[config.mk]
export PLATFORM = sky130hd
export DESIGN_NAME = mem_access_unit_flat
export DESIGN_NICKNAME = d
export VERILOG_FILES = /design/src/rtl/mem_access_unit_pkg.sv /design/src/rtl/mem_access_unit_if.sv /design/src/rtl/mem_access_unit_lane.sv /design/src/rtl/mem_access_unit.sv /design/src/flat_wrapper.sv
export SDC_FILE = /design/constraint.sdc
export NUM_CORES = 1
export LEC_CHECK = 0
export ABC_AREA = 1
export BUFFER_PORTS_ARGS = -buffer_cell sky130_fd_sc_hd__buf_2
export CAP_MARGIN = 20
export CELL_PAD_IN_SITES_DETAIL_PLACEMENT = 0
export CELL_PAD_IN_SITES_GLOBAL_PLACEMENT = 1
export CORE_ASPECT_RATIO = 1.1
export CORE_UTILIZATION = 36
export DETAILED_ROUTE_END_ITERATION = 8
export GPL_TIMING_DRIVEN = 0
export PLACE_DENSITY = 0.82
export SLEW_MARGIN = 40
export SYNTH_ARGS = -nofsm -noshare
export SYNTH_HDL_FRONTEND = slang
export SYNTH_SLANG_ARGS = --single-unit
[constraint.sdc]
create_clock -name clk -period 2 [get_ports clk]
set_input_delay 0.1 -clock clk [delete_from_list [all_inputs] [get_ports clk]]
set_output_delay 0.1 -clock clk [all_outputs]
set_load 0.005 [all_outputs]
[src/rtl/mem_access_unit_pkg.sv]
// Shared constants for the M-stage data-memory access unit: access-size
// codes, response error codes, FSM states and a size helper.
package mem_access_unit_pkg;

  typedef enum logic [1:0] {
    DMOp_b = 2'd0,
    DMOp_h = 2'd1,
    DMOp_w = 2'd2,
    DMOp_d = 2'd3
  } dm_op_e;

  typedef enum logic [1:0] {
    ERR_NONE    = 2'd0,
    ERR_ALIGN   = 2'd1,
    ERR_TIMEOUT = 2'd2
  } err_e;

  typedef enum logic [1:0] {
    ST_IDLE = 2'd0,
    ST_BUS  = 2'd1,
    ST_RESP = 2'd2
  } state_e;

  // Low-address bits that must be zero for an access of this size.
  function automatic logic [3:0] op_align_mask(dm_op_e op);
    case (op)
      DMOp_b:  return 4'b0000;
      DMOp_h:  return 4'b0001;
      DMOp_w:  return 4'b0011;
      default: return 4'b0111;
    endcase
  endfunction

endpackage

[src/rtl/mem_access_unit_if.sv]
// Request, bus and response signals of the access unit. The master side is
// the access unit itself; the slave side is the pipeline plus data memory.
interface mem_access_unit_if #(
  parameter int DATA_W = 32,
  parameter int ADDR_W = 32
);
  localparam int NB = DATA_W / 8;

  logic              req_valid;
  logic              req_ready;
  logic              req_we;
  logic [1:0]        req_op;
  logic              req_sext;
  logic [ADDR_W-1:0] req_addr;
  logic [DATA_W-1:0] req_wdata;

  logic              mem_req;
  logic              mem_we;
  logic [ADDR_W-1:0] mem_addr;
  logic [NB-1:0]     mem_be;
  logic [DATA_W-1:0] mem_wdata;
  logic              mem_ack;
  logic [DATA_W-1:0] mem_rdata;

  logic              rsp_valid;
  logic [1:0]        rsp_err;
  logic [DATA_W-1:0] rsp_rdata;
  logic              busy;

  modport master (
    input  req_valid, req_we, req_op, req_sext, req_addr, req_wdata,
    input  mem_ack, mem_rdata,
    output req_ready, mem_req, mem_we, mem_addr, mem_be, mem_wdata,
    output rsp_valid, rsp_err, rsp_rdata, busy
  );

  modport slave (
    output req_valid, req_we, req_op, req_sext, req_addr, req_wdata,
    output mem_ack, mem_rdata,
    input  req_ready, mem_req, mem_we, mem_addr, mem_be, mem_wdata,
    input  rsp_valid, rsp_err, rsp_rdata, busy
  );
endinterface

[src/rtl/mem_access_unit_lane.sv]
// Combinational lane logic: store byte enables and lane shift, alignment
// check, and load extraction with sign/zero extension.
module mem_lane_ext
  import mem_access_unit_pkg::*;
#(
  parameter  int DATA_W = 32,
  localparam int NB     = DATA_W / 8,
  localparam int LW     = $clog2(NB)
) (
  input  dm_op_e            st_op,
  input  logic              st_we,
  input  logic [LW-1:0]     st_lane,
  input  logic [DATA_W-1:0] st_wdata,
  output logic [NB-1:0]     st_be,
  output logic [DATA_W-1:0] st_wdata_lane,
  output logic              st_misaligned,

  input  dm_op_e            ld_op,
  input  logic              ld_sext,
  input  logic [LW-1:0]     ld_lane,
  input  logic [DATA_W-1:0] ld_rdata,
  output logic [DATA_W-1:0] ld_data
);

  // Bits of a right-aligned value that belong to an access of this size.
  function automatic logic [DATA_W-1:0] width_mask(dm_op_e op);
    case (op)
      DMOp_b:  return DATA_W'(8'hFF);
      DMOp_h:  return DATA_W'(16'hFFFF);
      DMOp_w:  return DATA_W'(32'hFFFF_FFFF);
      default: return '1;
    endcase
  endfunction

  logic [DATA_W-1:0] ld_shift;
  logic [DATA_W-1:0] ld_keep;
  logic              ld_msb;

  // Store side: byte enables and data moved to the addressed lane; zero on reads.
  always_comb begin
    // NOTE: outputs get a default before any branch so no path infers a latch.
    st_be         = '0;
    st_wdata_lane = '0;
    if (st_we) begin
      case (st_op)
        DMOp_b:  st_be = NB'(1'b1)  << st_lane;
        DMOp_h:  st_be = NB'(2'b11) << st_lane;
        DMOp_w:  st_be = NB'(4'hF)  << st_lane;
        default: st_be = '1;
      endcase
      st_wdata_lane = (st_wdata & width_mask(st_op)) << {st_lane, 3'b000};
    end
  end

  // A double on a 32-bit bus is illegal regardless of address.
  assign st_misaligned = ((st_lane & LW'(op_align_mask(st_op))) != '0) ||
                         (st_op == DMOp_d && DATA_W < 64);

  // Load side: pull the lane down to bit 0, then extend from the access MSB.
  always_comb begin
    ld_shift = ld_rdata >> {ld_lane, 3'b000};
    ld_keep  = width_mask(ld_op);
    case (ld_op)
      DMOp_b:  ld_msb = ld_shift[7];
      DMOp_h:  ld_msb = ld_shift[15];
      DMOp_w:  ld_msb = ld_shift[31];
      default: ld_msb = 1'b0;
    endcase
    ld_data = (ld_shift & ld_keep) | ((ld_sext && ld_msb) ? ~ld_keep : '0);
  end

endmodule

[src/rtl/mem_access_unit.sv]
// M-stage data-memory access unit: accepts one load/store, issues an aligned
// byte-enabled bus request, waits (with optional timeout) for the ack and
// returns a one-cycle response. All outputs are registered.
module mem_access_unit
  import mem_access_unit_pkg::*;
#(
  parameter int DATA_W  = 32,
  parameter int ADDR_W  = 32,
  parameter int TIMEOUT = 16
) (
  input logic               clk,
  input logic               reset,
  mem_access_unit_if.master bus
);

  localparam int NB    = DATA_W / 8;
  localparam int LW    = $clog2(NB);
  localparam int CNT_W = (TIMEOUT > 2) ? $clog2(TIMEOUT) : 1;
  localparam logic [CNT_W-1:0] CNT_LAST = CNT_W'((TIMEOUT > 0) ? TIMEOUT - 1 : 0);

  state_e            state;
  dm_op_e            op_q;
  logic              sext_q;
  logic              we_q;
  logic [LW-1:0]     lane_q;
  logic [CNT_W-1:0]  wait_cnt;

  logic [NB-1:0]     st_be;
  logic [DATA_W-1:0] st_wdata;
  logic              st_misaligned;
  logic [DATA_W-1:0] ld_data;

  // Store side sees the live request (it is registered on accept); load side
  // sees the registered request and the live bus read data.
  mem_lane_ext #(.DATA_W(DATA_W)) u_lane (
    .st_op         (dm_op_e'(bus.req_op)),
    .st_we         (bus.req_we),
    .st_lane       (bus.req_addr[LW-1:0]),
    .st_wdata      (bus.req_wdata),
    .st_be         (st_be),
    .st_wdata_lane (st_wdata),
    .st_misaligned (st_misaligned),
    .ld_op         (op_q),
    .ld_sext       (sext_q),
    .ld_lane       (lane_q),
    .ld_rdata      (bus.mem_rdata),
    .ld_data       (ld_data)
  );

  // FSM with request registers, wait counter and every registered output.
  always_ff @(posedge clk or negedge reset) begin
    if (!reset) begin
      state         <= ST_IDLE;
      op_q          <= DMOp_b;
      sext_q        <= 1'b0;
      we_q          <= 1'b0;
      lane_q        <= '0;
      wait_cnt      <= '0;
      bus.req_ready <= 1'b1;
      bus.busy      <= 1'b0;
      bus.mem_req   <= 1'b0;
      bus.mem_we    <= 1'b0;
      bus.mem_addr  <= '0;
      bus.mem_be    <= '0;
      bus.mem_wdata <= '0;
      bus.rsp_valid <= 1'b0;
      bus.rsp_err   <= ERR_NONE;
      bus.rsp_rdata <= '0;
    end else begin
      // NOTE: non-blocking assignments so every register updates from pre-edge values.
      case (state)
        ST_IDLE: begin
          if (bus.req_valid && bus.req_ready) begin
            op_q          <= dm_op_e'(bus.req_op);
            sext_q        <= bus.req_sext;
            we_q          <= bus.req_we;
            lane_q        <= bus.req_addr[LW-1:0];
            wait_cnt      <= '0;
            bus.req_ready <= 1'b0;
            bus.busy      <= 1'b1;
            if (st_misaligned) begin
              state         <= ST_RESP;
              bus.rsp_valid <= 1'b1;
              bus.rsp_err   <= ERR_ALIGN;
              bus.rsp_rdata <= '0;
            end else begin
              state         <= ST_BUS;
              bus.mem_req   <= 1'b1;
              bus.mem_we    <= bus.req_we;
              bus.mem_addr  <= {bus.req_addr[ADDR_W-1:LW], LW'(0)};
              bus.mem_be    <= st_be;
              bus.mem_wdata <= st_wdata;
            end
          end
        end
        ST_BUS: begin
          if (bus.mem_ack) begin
            state         <= ST_RESP;
            bus.mem_req   <= 1'b0;
            bus.rsp_valid <= 1'b1;
            bus.rsp_err   <= ERR_NONE;
            bus.rsp_rdata <= we_q ? '0 : ld_data;
          end else if (TIMEOUT != 0 && wait_cnt == CNT_LAST) begin
            state         <= ST_RESP;
            bus.mem_req   <= 1'b0;
            bus.rsp_valid <= 1'b1;
            bus.rsp_err   <= ERR_TIMEOUT;
            bus.rsp_rdata <= '0;
          end else begin
            wait_cnt <= wait_cnt + 1'b1;
          end
        end
        ST_RESP: begin
          state         <= ST_IDLE;
          bus.rsp_valid <= 1'b0;
          bus.rsp_err   <= ERR_NONE;
          bus.rsp_rdata <= '0;
          bus.req_ready <= 1'b1;
          bus.busy      <= 1'b0;
        end
        default: state <= ST_IDLE;
      endcase
    end
  end

endmodule
[src/flat_wrapper.sv]
// flat-port wrapper written by rule: the top's interface ports become plain ports
module mem_access_unit_flat import mem_access_unit_pkg::*;
#(
  parameter int DATA_W  = 32,
  parameter int ADDR_W  = 32,
  parameter int TIMEOUT = 16
)
  (clk, reset, bus_req_valid, bus_req_we, bus_req_op, bus_req_sext, bus_req_addr, bus_req_wdata, bus_mem_ack, bus_mem_rdata, bus_req_ready, bus_mem_req, bus_mem_we, bus_mem_addr, bus_mem_be, bus_mem_wdata, bus_rsp_valid, bus_rsp_err, bus_rsp_rdata, bus_busy);
  mem_access_unit_if #(.DATA_W(DATA_W), .ADDR_W(ADDR_W)) bus_i ();
  input logic clk;
  input logic reset;
  input wire logic [$bits(bus_i.req_valid)-1:0] bus_req_valid;
  input wire logic [$bits(bus_i.req_we)-1:0] bus_req_we;
  input wire logic [$bits(bus_i.req_op)-1:0] bus_req_op;
  input wire logic [$bits(bus_i.req_sext)-1:0] bus_req_sext;
  input wire logic [$bits(bus_i.req_addr)-1:0] bus_req_addr;
  input wire logic [$bits(bus_i.req_wdata)-1:0] bus_req_wdata;
  input wire logic [$bits(bus_i.mem_ack)-1:0] bus_mem_ack;
  input wire logic [$bits(bus_i.mem_rdata)-1:0] bus_mem_rdata;
  output wire logic [$bits(bus_i.req_ready)-1:0] bus_req_ready;
  output wire logic [$bits(bus_i.mem_req)-1:0] bus_mem_req;
  output wire logic [$bits(bus_i.mem_we)-1:0] bus_mem_we;
  output wire logic [$bits(bus_i.mem_addr)-1:0] bus_mem_addr;
  output wire logic [$bits(bus_i.mem_be)-1:0] bus_mem_be;
  output wire logic [$bits(bus_i.mem_wdata)-1:0] bus_mem_wdata;
  output wire logic [$bits(bus_i.rsp_valid)-1:0] bus_rsp_valid;
  output wire logic [$bits(bus_i.rsp_err)-1:0] bus_rsp_err;
  output wire logic [$bits(bus_i.rsp_rdata)-1:0] bus_rsp_rdata;
  output wire logic [$bits(bus_i.busy)-1:0] bus_busy;
  assign bus_i.req_valid = bus_req_valid;
  assign bus_i.req_we = bus_req_we;
  assign bus_i.req_op = bus_req_op;
  assign bus_i.req_sext = bus_req_sext;
  assign bus_i.req_addr = bus_req_addr;
  assign bus_i.req_wdata = bus_req_wdata;
  assign bus_i.mem_ack = bus_mem_ack;
  assign bus_i.mem_rdata = bus_mem_rdata;
  assign bus_req_ready = bus_i.req_ready;
  assign bus_mem_req = bus_i.mem_req;
  assign bus_mem_we = bus_i.mem_we;
  assign bus_mem_addr = bus_i.mem_addr;
  assign bus_mem_be = bus_i.mem_be;
  assign bus_mem_wdata = bus_i.mem_wdata;
  assign bus_rsp_valid = bus_i.rsp_valid;
  assign bus_rsp_err = bus_i.rsp_err;
  assign bus_rsp_rdata = bus_i.rsp_rdata;
  assign bus_busy = bus_i.busy;
  mem_access_unit #(.DATA_W(DATA_W), .ADDR_W(ADDR_W), .TIMEOUT(TIMEOUT)) u_core (.clk(clk), .reset(reset), .bus(bus_i));
endmodule
==> results of run 1 <==
[metrics by stage]
stage          worst slack (ns)  setup TNS (ns)  std cells  instance area, sq um
2_1_floorplan             0.331               0        748                  5960
3_3_place_gp             -0.752          -85.66       1155                  7250
3_5_place_dp            -0.0460          -0.400       1156                  7280
4_1_cts                  0.0142               0       1226                  8290
5_1_grt                 -0.0111         -0.0143       1229                  8330
6_report                  0.122               0       1229                  8330
[flip-flops by register name, summed over array words and instances, names as in the netlist, 2 cells and up]
name,count
u_core.state,2
u_core.op_q,2
u_core.lane_q,2
u_core.bus.mem_wdata,32
u_core.bus.rsp_rdata,32
u_core.bus.mem_addr,30
u_core.wait_cnt,4
u_core.bus.rsp_err,2
u_core.bus.mem_be,4
[cell families (layout without fill, tap and decap cells)]
group           count (synthesis)  after routing  share of synthesized area (%)
simple gates                  395            395                           27.2
compound gates                142            142                           14.5
flops                         117            117                           49.2
buf+inv                        81            362                           6.74
fa+ha+maj                      10             10                           2.10
other cells                     1              2                         0.0630
xor+xnor                        1              1                          0.147
[power by group]
part,switching (W),internal (W)
clock network,0.00123,0.00199
registers,0.000399,0.00309
logic,0.00220,0.00146
[per-layer routing]
| layer | global-route usage, % | vias up | share of wire [%] |
|---|---|---|---|
| met5 | 0 | - | 0 |
| met4 | 7.90 | 0 | 1.5 |
| met3 | 4.81 | 24 | 6.7 |
| met2 | 36.6 | 245 | 48 |
| met1 | 29.1 | 2788 | 44 |
| li1 | - | 2979 | - |
[Yosys cell counts (5+ instances only)]
cell type  count
o21ai_0       75
a22o_1         8
buf_2         12
dfrtp_1      116
ha_1          10
buf_6          5
o211ai_1       8
buf_4         10
clkbuf_1      18
nand3_1       60
o31ai_2        7
nor2_4         5
nor2_1        25
nand2_1      297
a21oi_1       22
o21bai_1       7
inv_1         29
a22oi_1        7
[cell type report]
| type | instances | area (sq um) | share of cell area, % |
|---|---|---|---|
| flip-flops and latches | 117 | 2930 | 35.2 |
| clock buffers | 17 | 425 | 5.11 |
| well taps | 200 | 250 | 3.01 |
| clock inverters | 15 | 191 | 2.30 |
| repair buffers | 249 | 1480 | 17.7 |
| multi-input cells | 550 | 2650 | 31.8 |
| inverters | 34 | 133 | 1.59 |
| plain buffers | 47 | 270 | 3.25 |
[timing repair]
action | 4_1_cts | 5_1_grt
hold buffers | 38 | 0
pin swaps | 1 | 2
setup endpoints to repair | 30 | 65
buffers inserted | 0 | 3
hold endpoints to repair | 87 | 0
gates cloned | 0 | 0
resized for setup | 2 | 10
[final timing paths]
path                                                end  slack [ns]  cells past startpoint               startpoint
worst max-delay path            u_core.bus.mem_wdata[8]        0.12                     10          u_core.state[0]
worst min-delay path            u_core.bus.mem_wdata[6]       0.009                      3         bus_req_wdata[6]
worst max register to register  u_core.bus.mem_wdata[8]        0.12                     10          u_core.state[0]
worst min register to register  u_core.bus.mem_addr[13]        0.46                      2  u_core.bus.mem_addr[13]
max in group asynchronous       u_core.bus.mem_wdata[8]        1.14                      3                    reset
min in group asynchronous       u_core.bus.rsp_rdata[5]        0.18                      2                    reset
[worst max-delay path, delay by kind of cell (launching register included)]
kind / cells / cell delay (ns)
adder cells (fa/ha/maj): 1 / 0.26
flip-flops: 1 / 0.40
buffers and inverters: 4 / 0.59
AND/OR/NAND/NOR: 5 / 0.56
==> summary.txt, run 1 <==
Yosys
  • Synth async-reset ratio: 100%
  • Seq cells post-synth: 117
  • Top_reg_cell synth: dfrtp_1
  • Synth warn: 0
  • Post-synth EDFFs: 0
  • Netlist Area Pre-Place: 0.00596 sq mm
  • Synth top area share: 48.7%
  • Yosys cell types: 37
  • Yosys top cell by area: dfrtp_1
  • Register area share after synthesis: 49.2%
  • Largest cells by area after synthesis: dfrtp_1 (49%), nand2_1 (19%), o21ai_0 (6.3%), nand3_1 (5.0%), ha_1 (2.1%)
  • Mean post-synth cell area: 7.97 sq um
  • Synth Instances: 747

Power
  • Leakage: 4.62 nW
  • VDD IR max: 630 uV
  • Power, Total: 0.0104 W
  • Pwr Density: 1250 mW/mm^2

Clock tree
  • TritonCTS clock tree: done
  • Clk_lat worst skew: 0.42 ns
  • CTS buffer count: 17
  • CTS clk-pin slew, worst paths: 0.06 ns
  • Clock buffer depth: 2
  • H-tree lvl count: 4
  • Root buf cell: clkbuf_16
  • CTS sink cnt: 117

Floorplan
  • Die span in y: 137 microns
  • Num ports: 211
  • Die area: 0.0171 sq mm
  • Cell Rows: 48
  • Core area: 0.0159 sq mm
  • Die width: 125 microns
  • Initial core utilization: 37.4%

Timing
  • RSZ-0062 raised after global routing: yes
  • Minimum clock period: 1.88 ns
  • Hold Vio Cnt, Final: 0
  • Least-Margin Pin Slew: 0.631 ns
  • Worst Clk Skew: 0.0101 ns
  • Max Freq: 533 MHz
  • Hold WS: 0.00899 ns
  • Final period util: 93.9%
  • Worst slew margin: 57.7%
  • Final setup vio count: 0
  • Max-slew violations: 0

Route
  • Final ANT Viol Nets: 0
  • Via Count: 6036
  • Iter 0 DRT Violations: 458
  • 1st-pass router iterations: 5
  • Final wirelength: 18900 microns
  • Routed len/inst: 15.4 microns
  • Vias per inst: 4.91
  • Residual DRC count: 0

Critical path
  • Startpoint Class: register
  • Max FO, Critical Path: 10
  • Worst Path Required: 2.36 ns
  • CP max-delay cell: dfrtp_1
  • Crit path arrival time: 2.23 ns
  • CP endpoint kind: register
  • Max incr delay on CP: 0.40 ns
  • Cells along the critical path: inv_1 > ha_2 > nand3_1 > inv_1 > nand2_1 > nor2_4 > buf_4 > buf_4 > nand3_1 > nand2_1
  • CP Class: register to register

Run
  • Max-cap viol count: 0

Cells and area
  • Final core utilization: 52.3%
  • Nets: 1130
  • Fillcell total: 1560
  • Most frequent cells in the layout: nand2_1 (297), buf_2 (218), dfrtp_1 (116)
  • Commonest non-fill, non-tap cell in the layout: nand2_1
  • Synthesis-to-layout area growth: 39.8%
  • Layout cell share with drive strength beyond 1: 29.3%
  • Number of diodes: 0

GRT
  • Vias in the first global route: 5788
  • Initial antenna violation count: 0
  • GR Util All Layers: 22.3%
  • Largest net degree at the start of global routing: 70
  • Global-route wire length before repair: 29600 microns
  • Total global routing overflow: 0

Placement
  • GP Congestion: 0.877
  • PortBufs: 207
  • Placed wire-length estimate: 13900 microns

Hold path
  • Tightest Hold Check Type: input pin to register

Run status
  • Status: finished clean
Power figures use the tool's default switching activity.
==> inputs of run 2 (changes only) <==
--- a/config.mk
+++ b/config.mk
@@ -14,7 +14,7 @@
 export CORE_UTILIZATION = 36
 export DETAILED_ROUTE_END_ITERATION = 8
 export GPL_TIMING_DRIVEN = 0
-export PLACE_DENSITY = 0.82
+export PLACE_DENSITY = 0.92
 export SLEW_MARGIN = 40
 export SYNTH_ARGS = -nofsm -noshare
 export SYNTH_HDL_FRONTEND = slang
==> summary.txt, run 2 (synthesized netlist as in run 1, its figures left out) <==
Run status
  • Status: finished, violations left
  • Failing checks: hold timing

Power
  • Pwr Density: 1240 mW/mm^2 (-0.57%)
  • VDD IR max: 622 uV (-1.3%)
  • Leakage: 4.61 nW (-0.25%)

Critical path
  • Startpoint Class: register
  • Crit path arrival time: 2.21 ns (-0.02 ns)
  • Cells along the critical path: inv_1 > ha_2 > inv_2 > nor2_2 > nand2_1 > nand2_1 > inv_1 > nand3_4 > buf_6 > buf_4 > nand2_1 > nand2_1
  • Max incr delay on CP: 0.41 ns (about the same)
  • R2R Setup Slk: 0.15 ns (+0.03 ns)
  • Max FO, Critical Path: 10 (unchanged)
  • CP max-delay cell: dfrtp_1
  • Worst path buffer plus inverter count: 5 (+1)
  • R2R Path Start: u_core.state[1]
  • R2R depth: 12 (+2)
  • CP endpoint kind: register
  • Capturing point of the worst reg2reg path: u_core.bus.rsp_rdata[5]
  • Most used cell, CP: nand2_1
  • Worst Path Required: 2.36 ns (about the same)
  • CP Class: register to register
  • CP delay by family, top: buffers and inverters

Cells and area
  • Multi-input logic area: 0.00265 sq mm (unchanged)
  • Most frequent cells in the layout: nand2_1 (297), buf_2 (218), dfrtp_1 (116)
  • Layout cell share with drive strength beyond 1: 29.4% (+0.13 points)
  • Synthesis-to-layout area growth: 39.3%
  • Sequential cell area: 0.00293 sq mm (unchanged)
  • Finished Cell Area: 0.00830 sq mm (-0.32%)
  • Fillcell total: 1531 (-1.9%)
  • Largest registers: u_core.bus.mem_wdata: 32 flops, u_core.bus.rsp_rdata: 32 flops, u_core.bus.mem_addr: 30 flops
  • Nets: 1129 (-0.088%)
  • Number of diodes: 0 (unchanged)
  • Commonest non-fill, non-tap cell in the layout: nand2_1
  • Fin cells: 1228 (-0.081%)

Hold path
  • Worst Hold Path EP: u_core.bus.mem_wdata[4]
  • Hold path start: bus_req_wdata[4]
  • Tightest Hold Check Type: input pin to register
  • Hold depth: 3 (unchanged)

Floorplan
  • Core area: 0.0159 sq mm (unchanged)
  • Cell Rows: 48 (unchanged)
  • Die area: 0.0171 sq mm (unchanged)
  • Die span in y: 137 microns (unchanged)
  • Num ports: 211 (unchanged)
  • Initial core utilization: 37.4% (unchanged)
  • Die width: 125 microns (unchanged)

GRT
  • Met2 usage: 37.5% (+0.89 points)
  • Met1 GRT Util: 28.6% (-0.58 points)
  • Initial antenna violation count: 0 (unchanged)
  • Vias in the first global route: 5881 (+1.6%)
  • GR Layer Usage met3: 5.67% (+0.86 points)
  • Gr busiest metal: met2
  • Global-route wire length before repair: 30300 microns (+2.4%)
  • GR Util All Layers: 22.8% (+0.49 points)
  • Largest net degree at the start of global routing: 61 (-13%)
  • Total global routing overflow: 0 (unchanged)

Placement
  • DP Area: 0.00728 sq mm (unchanged)
  • GP Congestion: 0.876 (about the same)
  • Placed wire-length estimate: 13800 microns (-0.24%)
  • PortBufs: 207 (unchanged)
  • Setup WS pre-CTS: -0.0563 ns (-0.0103 ns)
  • Inst Count DP: 1156 (unchanged)

Clock tree
  • CTS buffer count: 17 (unchanged)
  • Clock buffer depth: 2 (unchanged)
  • TritonCTS clock tree: done
  • CTS clk-pin slew, worst paths: 0.06 ns (about the same)
  • H-tree lvl count: 4 (unchanged)
  • Clk_lat worst skew: 0.42 ns (about the same)
  • CTS sink cnt: 117 (unchanged)
  • Root buf cell: clkbuf_16

Timing
  • Minimum clock period: 1.85 ns (-0.0299 ns)
  • Setup ws final: 0.152 ns (+0.0299 ns)
  • Total negative slack: 0 ns (unchanged)
  • Hold WS: -0.00551 ns (-0.0145 ns)
  • Max-slew violations: 0 (unchanged)
  • Max Freq: 541 MHz (+1.6%)
  • Final setup vio count: 0 (unchanged)
  • Least-Margin Pin Slew: 0.631 ns (+0.000195 ns)
  • Hold Vio Cnt, Final: 1 (+1)
  • Worst Clk Skew: 0.00789 ns (-0.00225 ns)
  • Final period util: 92.4% (-1.5 points)
  • Worst slew margin: 57.6% (about the same)
  • RSZ-0062 raised after global routing: yes

Route
  • Routed len/inst: 15.6 microns (+1.0%)
  • Via Count: 6188 (+2.5%)
  • Final wirelength: 19100 microns (+0.92%)
  • Residual DRC count: 0 (unchanged)
  • Iter 0 DRT Violations: 537 (+17%)
  • 1st-pass router iterations: 5 (unchanged)
  • Vias per inst: 5.04 (+2.6%)
  • Final ANT Viol Nets: 0 (unchanged)

Run
  • Max-cap viol count: 0 (unchanged)
[run 2: changes by cell type in the layout (fill, tap and decap cells not counted), sizes merged]
cell / previous run / this run
buf: 238 / 237
clkinv: 3 / 2
clkinvlp: 3 / 2
bufinv: 3 / 1
inv: 40 / 44
[run 2: worst max-delay path by stage]
stage                    startpoint                  endpoint  depth (start not counted)
detailed placement  u_core.state[1]  u_core.bus.rsp_rdata[22]                         12
finish              u_core.state[1]   u_core.bus.rsp_rdata[5]                         12
CTS                 u_core.state[1]  u_core.bus.rsp_rdata[17]                         12
floorplan           u_core.state[0]        u_core.wait_cnt[1]                          7
global route        u_core.state[0]   u_core.bus.mem_addr[12]                         10
global placement              reset  u_core.bus.mem_wdata[11]                          1
[run 2: metal layers]
layer / share of wire, % / up-vias / wire length, microns
li1: - / 2985 / -
met1: 42 / 2872 / 8000
met2: 48 / 295 / 9240
met3: 7.3 / 36 / 1400
met4: 2.4 / 0 / 463
met5: 0 / - / 0
[run 2: cell type report]
type / count / share of cell area (%)
Tap cell: 200 / 3.02
Sequential cell: 117 / 35.3
Buffer: 47 / 3.44
Multi-Input combinational cell: 550 / 31.9
Clock buffer: 17 / 5.13
Timing Repair Buffer: 248 / 17.7
Clock inverter: 15 / 1.90
Inverter: 34 / 1.60
[run 2: where the power goes]
part,switching [W],total (W),internal [W]
clock network,0.00128,0.00305,0.00177
registers,0.000400,0.00349,0.00309
logic,0.00224,0.00373,0.00149
total,0.00393,0.0103,0.00635
[run 2: tightest hold or removal path, delay by kind of cell]
kind	cells	cell delay, ns
AO/OA/AOI/OAI	1	0.07
buffers and inverters	1	0.12
AND/OR/NAND/NOR	1	0.08
[run 2: timing repair]
item	4_1_cts	5_1_grt
endpoints found under the setup margin	29	95
pin swaps	1	1
setup buffers	1	1
gates cloned	0	0
hold buffers	38	0
resized for setup	2	15
endpoints found under the hold margin	94	0
[run 2: metrics by stage]
stage	power [W]	utilization, %
CTS	0.0103	51.9
global placement	0.00704	45.5
floorplan	0.00558	-
detailed placement	0.00711	45.8
finish	0.0103	52.1
global route	0.0110	52.1
==> inputs of run 3 (changes only) <==
--- a/config.mk
+++ b/config.mk
@@ -5,16 +5,16 @@
 export SDC_FILE = /design/constraint.sdc
 export NUM_CORES = 1
 export LEC_CHECK = 0
-export ABC_AREA = 1
+export ABC_AREA = 0
 export BUFFER_PORTS_ARGS = -buffer_cell sky130_fd_sc_hd__buf_2
 export CAP_MARGIN = 20
 export CELL_PAD_IN_SITES_DETAIL_PLACEMENT = 0
 export CELL_PAD_IN_SITES_GLOBAL_PLACEMENT = 1
 export CORE_ASPECT_RATIO = 1.1
-export CORE_UTILIZATION = 36
+export CORE_UTILIZATION = 37
 export DETAILED_ROUTE_END_ITERATION = 8
 export GPL_TIMING_DRIVEN = 0
-export PLACE_DENSITY = 0.92
+export PLACE_DENSITY = 0.91
 export SLEW_MARGIN = 40
 export SYNTH_ARGS = -nofsm -noshare
 export SYNTH_HDL_FRONTEND = slang
==> summary.txt, run 3 <==
Yosys
  • Register area share after synthesis: 51.3% (+2.2 points)
  • Synth warn: 0 (unchanged)
  • Most common cell in the netlist: nand2_1
  • Netlist Area Pre-Place: 0.00570 sq mm (-4.2%)
  • Yosys top cell by area: dfrtp_1
  • Mean post-synth cell area: 10.1 sq um (+26%)
  • Synth async-reset ratio: 100% (unchanged)
  • Post-synth EDFFs: 0 (unchanged)
  • Yosys cell types: 51 (+38%)
  • Seq cells post-synth: 117 (unchanged)
  • Synth top area share: 50.9% (+2.2 points)
  • Top cells by count, synth: nand2_1 (150), dfrtp_1 (116), o21ai_0 (42), a22o_1 (36), mux2i_1 (26)
  • Largest cells by area after synthesis: dfrtp_1 (51%), nand2_1 (9.9%), a22o_1 (5.5%), mux2i_1 (4.6%), a32o_1 (4.0%)
  • Top_reg_cell synth: dfrtp_1
  • Synth Instances: 566 (-24%)

Cells and area
  • Synthesis-to-layout area growth: 47.0%
  • Fillcell total: 1358 (-11%)
  • Layout cell share with drive strength beyond 1: 37.5% (+8.2 points)
  • Fin cells: 1054 (-14%)
  • Largest registers: u_core.bus.mem_wdata: 32 flops, u_core.bus.rsp_rdata: 32 flops, u_core.bus.mem_addr: 30 flops
  • Most frequent cells in the layout: buf_2 (213), nand2_1 (135), dfrtp_1 (116)
  • Number of diodes: 0 (unchanged)
  • Nets: 960 (-15%)
  • Commonest non-fill, non-tap cell in the layout: buf_2
  • Sequential cell area: 0.00293 sq mm (unchanged)
  • Multi-input logic area: 0.00265 sq mm (about the same)
  • Finished Cell Area: 0.00839 sq mm (+1.1%)
  • Final core utilization: 55.7% (+3.6 points)

Route
  • Residual DRC count: 0 (unchanged)
  • Routed len/inst: 17.1 microns (+10%)
  • Final ANT Viol Nets: 0 (unchanged)
  • Vias per inst: 5.24 (+4.0%)
  • 1st-pass router iterations: 5 (unchanged)
  • Iter 0 DRT Violations: 314 (-42%)
  • Via Count: 5523 (-11%)
  • Final wirelength: 18100 microns (-5.4%)

Timing
  • Final setup vio count: 0 (unchanged)
  • Hold Vio Cnt, Final: 0 (-1)
  • Final period util: 98.2% (+5.8 points)
  • Max Freq: 509 MHz (-5.9%)
  • RSZ-0062 raised after global routing: yes
  • Minimum clock period: 1.96 ns (+0.115 ns)
  • Least-Margin Pin Slew: 0.587 ns (-0.0446 ns)
  • Max-slew violations: 0 (unchanged)
  • Worst Clk Skew: 0.0138 ns (+0.00586 ns)
  • Worst slew margin: 60.8% (+3.1 points)

Clock tree
  • TritonCTS clock tree: done
  • H-tree lvl count: 4 (unchanged)
  • Clock buffer depth: 2 (unchanged)
  • CTS sink cnt: 117 (unchanged)
  • CTS buffer count: 17 (unchanged)
  • Root buf cell: clkbuf_16
  • CTS clk-pin slew, worst paths: 0.06 ns (about the same)
  • Clk_lat worst skew: 0.41 ns (about the same)

Critical path
  • R2R Setup Slk: 0.04 ns (-0.12 ns)
  • Startpoint Class: register
  • Worst Path Required: 2.30 ns (-0.06 ns)
  • Max FO, Critical Path: 10 (unchanged)
  • Crit path arrival time: 2.26 ns (+0.05 ns)
  • CP endpoint kind: register
  • R2R depth: 9 (-3)
  • CP Class: register to register

Placement
  • PortBufs: 208 (+0.48%)
  • Placed wire-length estimate: 12900 microns (-7.0%)
  • Inst Count DP: 972 (-16%)
  • GP Congestion: 0.933 (+6.5%)
  • DP Area: 0.00703 sq mm (-3.5%)

GRT
  • GR Util All Layers: 23.1% (+0.30 points)
  • Initial antenna violation count: 0 (unchanged)
  • Vias in the first global route: 5466 (-7.1%)
  • Global-route wire length before repair: 28700 microns (-5.1%)
  • Total global routing overflow: 0 (unchanged)
  • Largest net degree at the start of global routing: 60 (-1.6%)

Floorplan
  • Initial core utilization: 37.9% (+0.46 points)
  • Die width: 120 microns (-3.4%)
  • Core area: 0.0151 sq mm (-5.4%)
  • Die area: 0.0159 sq mm (-6.7%)
  • Die span in y: 132 microns (-3.4%)
  • Num ports: 211 (unchanged)
  • Cell Rows: 47 (-2.1%)

Power
  • VDD IR max: 572 uV (-8.1%)
  • Pwr Density: 1260 mW/mm^2 (+1.9%)
  • Power, Total: 0.0106 W (+2.9%)
  • Leakage: 4.35 nW (-5.6%)

Hold path
  • Tightest Hold Check Type: input pin to register
  • Hold depth: 3 (unchanged)

Run status
  • Status: finished clean

Run
  • Max-cap viol count: 0 (unchanged)
[run 3: cell count changes in the layout (fill, tap and decap cells not counted), sizes merged, moves of 8 or more]
| cell | before | now |
|---|---|---|
| a211o | 0 | 8 |
| a21oi | 22 | 11 |
| a22o | 8 | 36 |
| a22oi | 7 | 18 |
| a32o | 1 | 23 |
| buf | 237 | 246 |
| inv | 44 | 9 |
| mux2i | 0 | 26 |
| nand2 | 300 | 150 |
| nand3 | 62 | 3 |
| nor2 | 31 | 10 |
| nor2b | 0 | 13 |
| o21ai | 76 | 42 |
| o31ai | 9 | 0 |
[run 3: metrics by stage]
step	hold slack [ns]	worst slack (ns)	TNS, ns
finish	0.0566	0.0367	0
global route	0.0729	-0.0456	-0.877
CTS	0.0505	0.0113	0
detailed placement	0.0651	-0.450	-20.94
global placement	0.290	-0.710	-101.92
floorplan	-0.196	0.117	0
[run 3: worst paths after layout]
| path | from | end |
|---|---|---|
| min in group asynchronous | reset | u_core.bus.rsp_rdata[27] |
| min | bus_req_wdata[14] | u_core.bus.mem_wdata[14] |
| min reg2reg | u_core.bus.mem_addr[5] | u_core.bus.mem_addr[5] |
| max reg2reg | u_core.state[1] | u_core.bus.mem_addr[23] |
| max in group asynchronous | reset | u_core.bus.mem_wdata[30] |
| max | u_core.state[1] | u_core.bus.mem_addr[23] |
[run 3: power breakdown]
part           leakage [nW]  switching (W)  internal, W  total, W
combinational          2.53        0.00210      0.00182   0.00391
sequential             1.55       0.000460      0.00310   0.00356
clock                 0.277        0.00112      0.00198   0.00310
[run 3: critical path, stage by stage (launching register included)]
cell and delay [ns]:
dfrtp_1 0.41, inv_2 0.10, ha_4 0.13, buf_6 0.12, nand3_4 0.07, or4_4 0.57
buf_12 0.19, buf_8 0.14, nand2_2 0.07, nand2_1 0.06
[run 3: logic make-up (layout without fill, tap and decap cells)]
group,Yosys count,in the layout,share of synthesized area [%]
flops,117,117,51.3
simple gates,197,197,15.4
buf+inv,52,343,4.63
compound gates,155,155,20.0
fa+ha+maj,10,10,2.19
mux,34,34,6.34
other cells,1,2,0.0657
[run 3: metal layers]
layer / global-route usage [%] / part of all wire, % / wire [microns] / vias to the layer above
li1: - / - / - / 2572
met1: 27.6 / 40 / 7210 / 2649
met2: 39.2 / 50 / 8940 / 264
met3: 6.14 / 7.8 / 1410 / 38
met4: 9.19 / 2.8 / 506 / 0
met5: 0 / 0 / 0 / -
[run 3: cell type report]
class	count	area share, %
plain buffers	41	3.57
well taps	196	2.92
flip-flops and latches	117	34.9
clock inverters	12	1.85
clock buffers	19	5.28
repair buffers	262	19.4
multi-input cells	398	31.6
inverters	9	0.403
[run 3: timing repair]
item,4_1_cts,5_1_grt
pin swaps,1,19
setup buffers,4,6
resized for setup,21,50
endpoints found under the hold margin,97,0
hold buffers,40,0
gates cloned,0,3
endpoints found under the setup margin,106,105
